--- src/rtl/bus_reader_if.sv ---
// Bus-side capture and consumer handshake signals of a bus_reader.
// The master is the bus/consumer side; the slave is the reader FIFO.
interface bus_reader_if #(
  parameter int WIDTH = 32,
  parameter int CNT_W = 3
);
  logic [WIDTH-1:0] bus;
  logic             load;
  logic             clear;
  logic [WIDTH-1:0] out_data;
  logic             out_valid;
  logic             out_ready;
  logic             full;
  logic             empty;
  logic [CNT_W-1:0] count;
  logic             overflow;

  modport master (
    output bus, load, clear, out_ready,
    input  out_data, out_valid, full, empty, count, overflow
  );

  modport slave (
    input  bus, load, clear, out_ready,
    output out_data, out_valid, full, empty, count, overflow
  );
endinterface

--- src/rtl/bus_reader.sv ---
// Captures the shared tristate bus on load strobes into a small first-word
// fall-through FIFO and presents the words through a valid/ready handshake.
module bus_reader #(
  parameter int WIDTH = 32,
  parameter int DEPTH = 4,
  parameter int CNT_W = 3
) (
  input  logic          clock,
  input  logic          reset,
  bus_reader_if.slave   rd
);

  localparam int PTR_W = $clog2(DEPTH);

  logic [WIDTH-1:0] mem [DEPTH];
  logic [PTR_W-1:0] rd_ptr;
  logic [PTR_W-1:0] wr_ptr;
  logic [CNT_W-1:0] count_q;
  logic             ovf_q;
  logic             primed;

  logic full_c;
  logic empty_c;
  logic pop;
  logic push;

  assign full_c  = (count_q == CNT_W'(DEPTH));
  assign empty_c = (count_q == '0);
  assign pop     = !empty_c && rd.out_ready;
  // A full FIFO still accepts a load when the head leaves in the same cycle.
  assign push    = rd.load && (!full_c || pop);

  always_ff @(posedge clock or negedge reset) begin
    if (!reset) begin
      rd_ptr  <= '0;
      wr_ptr  <= '0;
      count_q <= '0;
      ovf_q   <= 1'b0;
      primed  <= 1'b0;
    end else if (rd.clear) begin
      rd_ptr  <= '0;
      wr_ptr  <= '0;
      count_q <= '0;
      ovf_q   <= 1'b0;
    end else begin
      if (push) begin
        wr_ptr <= wr_ptr + PTR_W'(1);
        primed <= 1'b1;
      end
      if (pop) begin
        rd_ptr <= rd_ptr + PTR_W'(1);
      end
      case ({push, pop})
        2'b10:   count_q <= count_q + CNT_W'(1);
        2'b01:   count_q <= count_q - CNT_W'(1);
        default: count_q <= count_q;
      endcase
      if (rd.load && !push) begin
        ovf_q <= 1'b1;
      end
    end
  end

  always_ff @(posedge clock) begin
    if (push && !rd.clear) begin
      mem[wr_ptr] <= rd.bus;
    end
  end

  // Until the first capture after reset the storage is undefined, so show zero.
  assign rd.out_data  = primed ? mem[rd_ptr] : '0;
  assign rd.out_valid = !empty_c;
  assign rd.full      = full_c;
  assign rd.empty     = empty_c;
  assign rd.count     = count_q;
  assign rd.overflow  = ovf_q;

endmodule

--- src/flat_wrapper.sv ---
// flat-port wrapper written by rule: the top's interface ports become plain ports
module bus_reader_flat 
#(
  parameter int WIDTH = 32,
  parameter int DEPTH = 4,
  parameter int CNT_W = 3
)
  (clock, reset, rd_bus, rd_load, rd_clear, rd_out_ready, rd_out_data, rd_out_valid, rd_full, rd_empty, rd_count, rd_overflow);
  bus_reader_if #(.WIDTH(WIDTH), .CNT_W(CNT_W)) rd_i ();
  input  logic clock;
  input  logic reset;
  input wire logic [$bits(rd_i.bus)-1:0] rd_bus;
  input wire logic [$bits(rd_i.load)-1:0] rd_load;
  input wire logic [$bits(rd_i.clear)-1:0] rd_clear;
  input wire logic [$bits(rd_i.out_ready)-1:0] rd_out_ready;
  output wire logic [$bits(rd_i.out_data)-1:0] rd_out_data;
  output wire logic [$bits(rd_i.out_valid)-1:0] rd_out_valid;
  output wire logic [$bits(rd_i.full)-1:0] rd_full;
  output wire logic [$bits(rd_i.empty)-1:0] rd_empty;
  output wire logic [$bits(rd_i.count)-1:0] rd_count;
  output wire logic [$bits(rd_i.overflow)-1:0] rd_overflow;
  assign rd_i.bus = rd_bus;
  assign rd_i.load = rd_load;
  assign rd_i.clear = rd_clear;
  assign rd_i.out_ready = rd_out_ready;
  assign rd_out_data = rd_i.out_data;
  assign rd_out_valid = rd_i.out_valid;
  assign rd_full = rd_i.full;
  assign rd_empty = rd_i.empty;
  assign rd_count = rd_i.count;
  assign rd_overflow = rd_i.overflow;
  bus_reader #(.WIDTH(WIDTH), .DEPTH(DEPTH), .CNT_W(CNT_W)) u_core (.clock(clock), .reset(reset), .rd(rd_i));
endmodule
--- config.mk ---
export PLATFORM = sky130hd
export DESIGN_NAME = bus_reader_flat
export DESIGN_NICKNAME = d
export VERILOG_FILES = /design/src/rtl/bus_reader_if.sv /design/src/rtl/bus_reader.sv /design/src/flat_wrapper.sv
export SDC_FILE = /design/constraint.sdc
export NUM_CORES = 1
export LEC_CHECK = 0
export BUFFER_PORTS_ARGS = -buffer_cell sky130_fd_sc_hd__buf_2
export CAP_MARGIN = 20
export CORE_AREA = 3 3 105 97
export DETAILED_ROUTE_END_ITERATION = 12
export DIE_AREA = 0 0 108 100
export PLACE_DENSITY = 0.93
export SYNTH_ARGS = -nofsm -noshare
export SYNTH_HDL_FRONTEND = slang
export SYNTH_SLANG_ARGS = --single-unit
export TNS_END_PERCENT = 10
--- constraint.sdc ---
create_clock -name clock -period 4.5 [get_ports clock]
set_input_delay 0 -clock clock [delete_from_list [all_inputs] [get_ports clock]]
set_output_delay 0 -clock clock [all_outputs]
set_load 0.005 [all_outputs]
=== Yosys cells after proc, flatten, opt, wreduce, memory -nomap -nowiden ===
Memory sizes are Yosys's and may differ from the RTL's.
Index checks and enable logic that the tools add are counted.

* Register bits after elaboration: 9
* Memories kept: 1
* Input port bits: 37
* Bits in writable memories: 128
* Output and inout port bits: 39

{| class="wikitable"
|+ Memory list
! name !! depth !! bits a word !! read ports !! clocked after memory_dff !! wr ports !! line !! RTL
|-
| u_core.mem || 4 || 32 || 1 || 0 || 1 || bus_reader.sv:15 || <nowiki>logic [WIDTH-1:0] mem [DEPTH];</nowiki>
|}

* Mux-type cells: 11
* Add/sub/neg operators: 4
* Eq/ne operators: 3
* Reductions and logical operators: 15
* Bitwise operators: 1

{| class="wikitable"
|+ Operators by type and width
! operator !! count
|-
| 2-to-1 mux 32 bit || 1
|-
| 2-to-1 mux 2 bit || 4
|-
| case mux 3 bit (2 select lines) || 1
|-
| nonzero test 2 bit || 3
|-
| adder 2 x 1 -> 2 bit, second input constant || 2
|-
| logical AND 1 bit || 4
|-
| zero test 1 bit || 4
|-
| 2-to-1 mux 1 bit || 4
|-
| adder 3 x 1 -> 3 bit, second input constant || 1
|-
| equality test 3 bit, second input constant || 1
|-
| zero test 3 bit || 1
|-
| 2-to-1 mux 3 bit || 1
|-
| nonzero test 3 bit || 1
|-
| subtractor 3 x 1 -> 3 bit, second input constant || 1
|-
| equality test 2 x 1 -> 1 bit, second input constant || 1
|-
| equality test 2 bit, second input constant || 1
|-
| AND reduction 2 bit || 1
|-
| logical OR 1 bit || 1
|-
| inverter 1 bit || 1
|}

=== Logic depth before layout (Yosys ltp) ===
Gate-level depths: netlist of run 1.

* Depth after elaboration: 9
* Mapped depth: 7
* Gate-level depth less buffers: 6

=== Worst setup path after synthesis of run 1 ===
No wires, ideal clock.

* Path kind: register to register
* From: register u_core.count_q[0] (netlist: u_core.rd.count[0])
* To: register u_core.count_q[2] (netlist: u_core.rd.count[2])
* Path slack: 2.190 ns
* Clock period less this slack: 2.310 ns
* Data arrival time: 2.174 ns
* Cell stages (with the launch flop): 8
* Cells stage by stage: dfrtp_1 > buf_2 > o31ai_1 > nor2_1 > fa_1 > or3b_2 > a32oi_1 > a31oi_1

* Longest elaborated chain between the ends: 8
* Elaborated cells between the ends (all ways): 14

{| class="wikitable"
|+ Ends and longest elaborated chain
! element !! line !! RTL
|-
| start, declared || bus_reader.sv:18 || <nowiki>logic [CNT_W-1:0] count_q;</nowiki>
|-
| start signal, assigned || bus_reader.sv:54 || <nowiki>2'b10: count_q <= count_q + CNT_W'(1);</nowiki>
|-
| start signal, assigned || bus_reader.sv:55 || <nowiki>2'b01: count_q <= count_q - CNT_W'(1);</nowiki>
|-
| start signal, assigned || bus_reader.sv:56 || <nowiki>default: count_q <= count_q;</nowiki>
|-
| zero test 3 bit || bus_reader.sv:28 || <nowiki>assign empty_c = (count_q == '0);</nowiki>
|-
| zero test 1 bit || bus_reader.sv:29 || <nowiki>assign pop = !empty_c && rd.out_ready;</nowiki>
|-
| logical AND 1 bit || bus_reader.sv:29 ||
|-
| logical OR 1 bit || bus_reader.sv:31 || <nowiki>assign push = rd.load && (!full_c || pop);</nowiki>
|-
| logical AND 1 bit || bus_reader.sv:31 ||
|-
| equality test 2 x 1 -> 1 bit or equality test 2 bit (tied branches) || bus_reader.sv:53 || <nowiki>case ({push, pop})</nowiki>
|-
| case mux 3 bit (2 select lines) || bus_reader.sv:53 ||
|-
| 2-to-1 mux 3 bit || bus_reader.sv:40 || <nowiki>end else if (rd.clear) begin</nowiki>
|}

Parallel ways exist; a longest one is shown, timed or not.
A chain may end at the register's enable or synchronous reset.

=== Worst setup path after layout of run 1 ===
Ends and elaborated chain as after synthesis.

==> results.cfg, run 1 <==
[logic_synthesis]
syn_nets = 316
syn_area_um2 = 5540
synth_flop_cell = edfxtp_1
netlist-cell-type-count = 38
syn_area_per_cell_um2 = 20.2
yosysSeqAreaShare_pct = 73.5
yosys_warnings = 0
synth_cells = 274
synth_edf_count = 128
ys_ff_latch = 137
synth-async-reset-ratio_pct = 6.57

[worst_setup_path]
cp.required_ns = 4.86
crit_slowest_cell = dfrtp_1
cp-end-kind = flop
crit_chain = o31ai_1 > nor2_1 > fa_1 > or3b_2 > a32oi_1 > a31oi_1
critPathKind = flop to flop
reg2reg_depth = 6
critPathLaunchType = flop
r2r_setup_slack_ns = 1.98
critical_path.max_fanout = 14
r2r_end = u_core.rd.count[2]$_DFFE_PN0P_
cp.arrival_ns = 2.88
r2r-start = u_core.rd.count[0]$_DFFE_PN0P_
cpPeakStageDelay_ns = 0.54

[clocking]
root_buffer = clkbuf_8
clock_sinks = 137
clk-insertion-delay-late_ns = 0.50
clkSlewWorstSetupHoldPaths_ns = 0.06
cts_buffers = 17
cts_max_path_buffers = 2
tritoncts = built
htree_levels = 4

[routing]
antenna_left = 0
first_pass_iters = 4
drtIter0Drc = 252
vias = 2934
via_per_inst = 5.59
wl_per_cell_um = 20.7
post-route-drc-count = 0
routed_wl_um = 10900

[global_route]
grt_pass1_vias = 3053
grt_use_met1_pct = 28.8
gr-usage-met2_pct = 37.4
antenna_found_initial = 0
grt_max_degree = 35
grt_use_met3_pct = 4.63
grt_overflow_total = 0
grt.total_usage_pct = 22.2
top_usage_layer = met2
grt_pass1_wl_um = 17300

[power_and_ir_drop]
p_seq_share_pct = 47.4
power_frac_clock_pct = 41.0
ir_worst_vdd_v = 0.000293
p_per_area_nw_per_um2 = 454
power_frac_comb_pct = 11.6
switching_share_pct = 23.6
power_leakage_nw = 2.42
p_switching_mw = 0.739
intPower_mw = 2.39

[timing]
max_freq_ghz = 0.397
period_share_pct = 55.9
finalSetupViolCount = 0
finClkSkew_ns = 0.00821
rsz0062_at_grt = no
hold_slack_ns = 0.249
worstMarginPinSlew_ns = 0.947
hold_viol_final = 0
setup_tns_ns = 0
maxSlewViolCount = 0
min_period_ns = 2.52
maxSlewHeadroom_pct = 36.9

[finish]
syn2layout_area_growth_pct = 24.7
final_layout_size_suffix_gt1_share_pct = 36.2
final_util_pct = 75.6
antenna_cells = 0
layout.nets = 432

[placed_design]
io_buffers = 75
dp_hpwl_um = 5770
gp_congestion = 0.724

[worst_hold_path]
hp-class = input port to flop
holdPathEnd = u_core.mem[3][0]$_DFFE_PP_
hold_path.startpoint = rd_bus[0]
holdPathStages = 2

[job]
max_cap_violations = 0

[floorplan]
io_pins = 76
coreArea_um2 = 9130
die_area_um2 = 10800
die_h_um = 100
fp.dieW_um = 108
num_rows = 33
initial_utilization_pct = 60.7

[status]
status = complete, no violations
-- how the worst max path moves through the flow --
stage / start / endpoint / slack [ns] / cells after the start
floorplan: u_core.rd.count[0]$_DFFE_PN0P_ / u_core.rd.count[2]$_DFFE_PN0P_ / 2.19 / 7
global placement: u_core.rd.count[0]$_DFFE_PN0P_ / u_core.rd.count[2]$_DFFE_PN0P_ / 2.22 / 6
detailed placement: u_core.rd.count[0]$_DFFE_PN0P_ / u_core.rd.count[2]$_DFFE_PN0P_ / 2.12 / 6
CTS: u_core.rd_ptr[0]$_DFFE_PN0P_ / rd_out_data[31] / 1.79 / 3
global route: u_core.rd.count[0]$_DFFE_PN0P_ / u_core.rd.count[2]$_DFFE_PN0P_ / 1.84 / 6
finish: u_core.rd.count[0]$_DFFE_PN0P_ / u_core.rd.count[2]$_DFFE_PN0P_ / 1.98 / 6
-- flip-flops by register name (all words and copies together), names as in the netlist --
name and flops:
u_core.rd_ptr 2, u_core.primed 1, u_core.rd.overflow 1, u_core.wr_ptr 2, u_core.mem 128, u_core.rd.count 3
-- repair_timing --
action,in CTS,in global routing
hold buffers,38,0
endpoints found under the hold margin,145,0
setup buffers,0,0
resized for setup,0,0
-- logic make-up after synthesis --
family | count (synthesis) | synth area share, %
adders and majority gates | 5 | 1.27
muxes | 33 | 13.5
AOI/OAI and AO/OA | 17 | 2.15
and+or+nand+nor | 57 | 6.46
buffers and inverters | 22 | 2.67
xor gates and xnor gates | 3 | 0.475
DFF | 137 | 73.5
-- per-stage QoR --
step / setup WS [ns] / instances / instance area, µm² / total power, mW
after global placement: 2.22 / 454 / 5940 / 1.82
final: 1.98 / 525 / 6900 / 3.13
after floorplan: 2.19 / 274 / 5540 / 1.73
after CTS: 1.79 / 524 / 6880 / 3.14
after detailed placement: 2.12 / 454 / 5940 / 1.83
after global routing: 1.84 / 525 / 6900 / 3.25
-- area by class of cell --
type                    count  area, µm²
clock buffers              17        414
repair buffers            114        776
inverters                   5       18.8
fillers                   492       2220
multi-input cells         115       1320
flip-flops and latches    137       4070
well taps                 122        153
clock inverters            15        144
-- worst max-delay path, delay by kind of cell (launching register included) --
kind,cells,cell delay [ns]
compound gates,3,0.78
fa+ha+maj,1,0.45
simple gates,2,0.61
flops,1,0.54
-- power groups by stage --
| stage | sequential (mW) | combinational [mW] | clock (mW) |
|---|---|---|---|
| floorplan | 1.47 | 0.260 | 0 |
| global placement | 1.52 | 0.299 | 0 |
| detailed placement | 1.53 | 0.306 | 0 |
| CTS | 1.50 | 0.337 | 1.30 |
| global route | 1.49 | 0.397 | 1.36 |
| finish | 1.48 | 0.362 | 1.29 |
-- per-layer routing --
layer  vias up  wire length, µm
li1       1334                -
met4         0              333
met5         -                0
met3        23              655
met1      1447             4270
met2       130             5610
-- synth_stat cells, drive strengths merged, types with 2 or more instances --
cell,count,share of area [%]
a21oi,3,0.27
a221oi,2,0.32
and2,37,4.2
buf,11,1.9
clkbuf,6,0.41
dfrtp,9,4.1
edfxtp,128,69
ha,4,0.90
inv,5,0.34
mux4,32,13
nand2b,2,0.23
nor2,5,0.34
nor4b,2,0.43
o21ai,3,0.27
or2,2,0.23
or3,3,0.34
xor2,3,0.47
-- placed cells by master (no fill, tap or decap), types with 2 or more instances in the layout --
cell type      instances
or2_2                  2
clkinvlp_4             3
dlygate4sd3_1         38
edfxtp_1             128
nor2_1                 5
and2_1                33
a21oi_1                3
a221oi_1               2
buf_2                 75
and2_2                 4
clkinv_2               2
clkinv_4               4
dfrtp_1                7
xor2_1                 3
inv_1                  5
mux4_2                28
clkbuf_16             16
or3_1                  3
nand2b_1               2
ha_1                   4
dfrtp_2                2
o21ai_0                3
inv_6                  4
mux4_1                 4
No activity file was read; power rests on OpenSTA's default activity.
==> run 2: changes to the inputs <==
--- a/config.mk
+++ b/config.mk
@@ -7,10 +7,10 @@
 export LEC_CHECK = 0
 export BUFFER_PORTS_ARGS = -buffer_cell sky130_fd_sc_hd__buf_2
 export CAP_MARGIN = 20
-export CORE_AREA = 3 3 105 97
+export CORE_AREA = 3 3 108 100
 export DETAILED_ROUTE_END_ITERATION = 12
-export DIE_AREA = 0 0 108 100
-export PLACE_DENSITY = 0.93
+export DIE_AREA = 0 0 111 103
+export PLACE_DENSITY = 0.89
 export SYNTH_ARGS = -nofsm -noshare
 export SYNTH_HDL_FRONTEND = slang
 export SYNTH_SLANG_ARGS = --single-unit
==> constraint.sdc (replaced) <==
create_clock -name clock -period 2.4 [get_ports clock]
set_input_delay 0 -clock clock [delete_from_list [all_inputs] [get_ports clock]]
set_output_delay 0 -clock clock [all_outputs]
set_load 0.005 [all_outputs]
==> results.cfg, run 2 (synthesized netlist as in run 1, its figures left out) <==
[timing]
finClkSkew_ns = 0.00948
min_period_ns = 2.20
worstMarginPinSlew_ns = 0.887
period_share_pct = 91.7
maxSlewViolCount = 0
setup_tns_ns = 0
hold_viol_final = 0
max_freq_ghz = 0.454
finalSetupViolCount = 0
rsz0062_at_grt = no
hold_slack_ns = 0.246
maxSlewHeadroom_pct = 40.9

[worst_setup_path]
cp-end-kind = flop
crit_chain = o31ai_1 > nor2_1 > fa_1 > or3b_2 > a32oi_1 > a31oi_1
reg2reg_depth = 6
cp.required_ns = 2.77
critPathLaunchType = flop
critical_path.max_fanout = 5
cpPeakStageDelay_ns = 0.48
cp.arrival_ns = 2.57
path_delay_family = compound AO/OA/AOI/OAI gates
critPathKind = flop to flop
cp_num_buf_inv = 0
crit_cells = 6
crit_slowest_cell = or3b_2

[finish]
largest_reg_flops = 128
top_register = u_core.mem
final_common_cell = edfxtp_1
syn2layout_area_growth_pct = 25.7
antenna_cells = 0
seq_area_um2 = 4070
final_layout_size_suffix_gt1_share_pct = 35.5
fin_area_um2 = 6960
layout.nets = 438
final_cell_mix = 128 x edfxtp_1, 75 x buf_2, 38 x dlygate4sd3_1
fillers = 553
multiInputGateArea_um2 = 1320

[routing]
antenna_left = 0
wl_per_cell_um = 19.9
vias = 2942
routed_wl_um = 10600
first_pass_iters = 4
via_per_inst = 5.51
post-route-drc-count = 0
drtIter0Drc = 165

[floorplan]
die_h_um = 103
initial_utilization_pct = 57.3
coreArea_um2 = 9660
io_pins = 76
num_rows = 34
fp.dieW_um = 111
die_area_um2 = 11400

[clocking]
cts_max_path_buffers = 2
tritoncts = built
root_buffer = clkbuf_8
cts-resized-gates = 0
hold_buffers = 38
clkSlewWorstSetupHoldPaths_ns = 0.06
clk-insertion-delay-late_ns = 0.50
cts_buffers = 17
post_cts_buffers = 0
clock_sinks = 137
htree_levels = 4

[placed_design]
dp_hpwl_um = 5980
io_buffers = 75
place_area_um2 = 6000
gp_congestion = 0.737

[global_route]
grt_max_degree = 34
antenna_found_initial = 0
grt_overflow_total = 0
grt_pass1_vias = 3195
grt.total_usage_pct = 20.1
grt_pass1_wl_um = 17200

[power_and_ir_drop]
p_per_area_nw_per_um2 = 867
power_leakage_nw = 2.46
ir_worst_vdd_v = 0.000635
p_total_mw = 6.03

[worst_hold_path]
holdPathStages = 2
hp-class = input port to flop

[status]
status = complete, no violations

[job]
max_cap_violations = 0
run 2: cell types whose count changed in the layout (fill, tap and decap cells not counted), sizes merged:
cell / previous run / this run
clkbuf: 17 / 20
inv: 10 / 5
bufinv: 1 / 4
buf: 76 / 82
clkinvlp: 3 / 1
run 2: where the power goes:
part	internal, mW	switching (mW)	leakage, nW
registers	2.69	0.0300	1.28
logic	0.413	0.339	0.907
clock network	1.66	0.895	0.281
total	4.77	1.26	2.46
run 2: through the flow:
| step | util, % | instances | setup WS, ns |
|---|---|---|---|
| after floorplan | - | 274 | 0.0904 |
| after global placement | 62.1 | 465 | 0.253 |
| after detailed placement | 62.1 | 465 | 0.188 |
| after CTS | 72.1 | 534 | 0.178 |
| after global routing | 72.1 | 534 | 0.0415 |
| final | 72.1 | 534 | 0.199 |
run 2: layout make-up:
cell class | instances | share of cell area, %
inverter | 5 | 0.270
clock buffer | 20 | 6.11
clock inverter | 11 | 2.21
timing repair buffer | 120 | 11.6
sequential | 137 | 58.5
multi-input combinational | 115 | 19.0
tap | 126 | 2.27
run 2: path summary, 6_finish.rpt:
kind                            slack, ns                            from                              to
worst max register to register       0.20  u_core.rd.count[0]$_DFFE_PN0P_  u_core.rd.count[2]$_DFFE_PN0P_
min in group asynchronous            0.50                           reset  u_core.rd.count[0]$_DFFE_PN0P_
max in group asynchronous            1.57                           reset    u_core.rd_ptr[0]$_DFFE_PN0P_
worst min register to register       0.49  u_core.rd.overflow$_DFFE_PN0P_  u_core.rd.overflow$_DFFE_PN0P_
worst min-delay path                 0.25                       rd_bus[2]      u_core.mem[2][2]$_DFFE_PP_
worst max-delay path                 0.20  u_core.rd.count[0]$_DFFE_PN0P_  u_core.rd.count[2]$_DFFE_PN0P_
run 2: routing by layer:
| layer | share of wire (%) | vias up | track usage [%] |
|---|---|---|---|
| met4 | 1.2 | 0 | 7.20 |
| li1 | - | 1337 | - |
| met5 | 0 | - | 0 |
| met3 | 5.7 | 12 | 5.46 |
| met1 | 40 | 1474 | 24.4 |
| met2 | 54 | 119 | 35.6 |
==> run 3: changes to the inputs <==
--- a/config.mk
+++ b/config.mk
@@ -7,10 +7,10 @@
 export LEC_CHECK = 0
 export BUFFER_PORTS_ARGS = -buffer_cell sky130_fd_sc_hd__buf_2
 export CAP_MARGIN = 20
-export CORE_AREA = 3 3 108 100
+export CORE_AREA = 3 3 114 105
 export DETAILED_ROUTE_END_ITERATION = 12
-export DIE_AREA = 0 0 111 103
-export PLACE_DENSITY = 0.89
+export DIE_AREA = 0 0 117 108
+export PLACE_DENSITY = 0.85
 export SYNTH_ARGS = -nofsm -noshare
 export SYNTH_HDL_FRONTEND = slang
 export SYNTH_SLANG_ARGS = --single-unit
==> constraint.sdc (replaced) <==
create_clock -name clock -period 1.9 [get_ports clock]
set_input_delay 0 -clock clock [delete_from_list [all_inputs] [get_ports clock]]
set_output_delay 0 -clock clock [all_outputs]
set_load 0.005 [all_outputs]
==> results.cfg, run 3 (synthesized netlist as in run 1, its figures left out) <==
[status]
status = finished with violations
violations = negative setup slack

[power_and_ir_drop]
power_frac_clock_pct = 39.1
p_switching_mw = 1.76
ir_worst_vdd_v = 0.000688
power_frac_comb_pct = 16.5
power_leakage_nw = 2.63
p_per_area_nw_per_um2 = 1050
intPower_mw = 5.97
p_seq_share_pct = 44.4
switching_share_pct = 22.7
p_total_mw = 7.73

[routing]
vias = 3029
wl_per_cell_um = 19.5
drtIter0Drc = 232
post-route-drc-count = 0
routed_wl_um = 10900
first_pass_iters = 4
via_per_inst = 5.41
antenna_left = 0

[timing]
period_share_pct = 101
setup_slack_ns = -0.0195
maxSlewHeadroom_pct = 60.2
worstMarginPinSlew_ns = 0.597
maxSlewViolCount = 0
hold_slack_ns = 0.0436
finalSetupViolCount = 1
hold_viol_final = 0
finClkSkew_ns = 0.00605
max_freq_ghz = 0.521
min_period_ns = 1.92
rsz0062_at_grt = yes

[floorplan]
die_area_um2 = 12600
initial_utilization_pct = 51.2
num_rows = 36
fp.dieW_um = 117
die_h_um = 108
coreArea_um2 = 10800
io_pins = 76

[global_route]
grt_pass1_vias = 3308
grt.total_usage_pct = 18.5
grt_max_degree = 24
antenna_found_initial = 0
grt_overflow_total = 0
grt_pass1_wl_um = 17100

[finish]
final_layout_size_suffix_gt1_share_pct = 45.9
layout.nets = 456
final_cell_mix = 128 x edfxtp_1, 60 x buf_2, 36 x dlygate4sd3_1
antenna_cells = 0
fin_area_um2 = 7400
top_register = u_core.mem
syn2layout_area_growth_pct = 33.6
largest_reg_flops = 128
final_common_cell = edfxtp_1
fin_cells = 560
fillers = 675

[worst_setup_path]
crit_slowest_cell = dfrtp_1
cp.required_ns = 2.19
cp_common_cell = buf_4
cp-end-kind = flop
critical_path.max_fanout = 12
crit_chain = buf_4 > buf_4 > fa_2 > or3b_4 > a32oi_2 > a31oi_1
critPathKind = flop to flop
critPathLaunchType = flop
cpPeakStageDelay_ns = 0.41
cp.arrival_ns = 2.21

[clocking]
cts_max_path_buffers = 2
tritoncts = built
clkSlewWorstSetupHoldPaths_ns = 0.06
clk-insertion-delay-late_ns = 0.41
clock_sinks = 137
htree_levels = 4
cts_buffers = 17
root_buffer = clkbuf_16

[placed_design]
io_buffers = 75
dp_hpwl_um = 6230
place_area_um2 = 6220
dp.cells = 486
gp_congestion = 0.743
pre_cts_slack_ns = -0.0612

[worst_hold_path]
hp-class = input port to flop

[job]
max_cap_violations = 0
[run 3: layer usage]
| metal | up-vias | share of wire [%] | GRT usage, % |
|---|---|---|---|
| met4 | 0 | 1.6 | 7.70 |
| met3 | 19 | 6.1 | 4.81 |
| met1 | 1507 | 39 | 23.1 |
| met2 | 125 | 53 | 31.0 |
| met5 | - | 0 | 0 |
| li1 | 1378 | - | - |
[run 3: worst max-delay path, delay by kind of cell (launching register included)]
kind | cells | cell delay (ns)
fa+ha+maj | 1 | 0.37
simple gates | 1 | 0.38
flops | 1 | 0.41
buf+inv | 2 | 0.31
compound gates | 2 | 0.31
[run 3: final timing paths]
path                                           startpoint                        endpoint  slack, ns  cells after the start
max                        u_core.rd.count[1]$_DFFE_PN0P_  u_core.rd.count[2]$_DFFE_PN0P_      -0.02                      6
max reg2reg                u_core.rd.count[1]$_DFFE_PN0P_  u_core.rd.count[2]$_DFFE_PN0P_      -0.02                      6
min                                          rd_out_ready  u_core.rd.count[0]$_DFFE_PN0P_       0.04                      3
min in group asynchronous                           reset  u_core.rd.count[1]$_DFFE_PN0P_       0.60                      3
min reg2reg                u_core.rd.overflow$_DFFE_PN0P_  u_core.rd.overflow$_DFFE_PN0P_       0.53                      2
max in group asynchronous                           reset    u_core.rd_ptr[1]$_DFFE_PN0P_       0.95                      3
[run 3: stage by stage]
step                utilization (%)  setup TNS (ns)
floorplan                         -          -17.11
global placement               57.6               0
detailed placement             57.6         -0.0612
CTS                            66.8          -0.323
global route                   68.4           -1.76
finish                         68.4         -0.0195
[run 3: power by group through the flow]
stage	Clock, mW	Sequential [mW]	Combinational [mW]
final	3.02	3.43	1.28
after global routing	3.22	3.44	1.39
after CTS	3.09	3.44	1.11
after detailed placement	0	3.51	0.947
after global placement	0	3.50	0.917
after floorplan	0	3.49	0.639
[run 3: cell type report]
cell class	count	area, µm²	share of cell area [%]
clock buffers	17	425	5.75
clock inverters	15	129	1.74
inverters	5	18.8	0.254
multi-input cells	115	1390	18.8
flip-flops and latches	137	4070	55.1
well taps	133	166	2.25
repair buffers	138	1190	16.1
[run 3: repair_timing]
action,4_1_cts,5_1_grt
gates resized for setup,19,31
hold buffers,36,0
endpoints found under the hold margin,145,0
endpoints found under the setup margin,29,161
buffers inserted,4,1
pin swaps,0,5
gates cloned,0,1
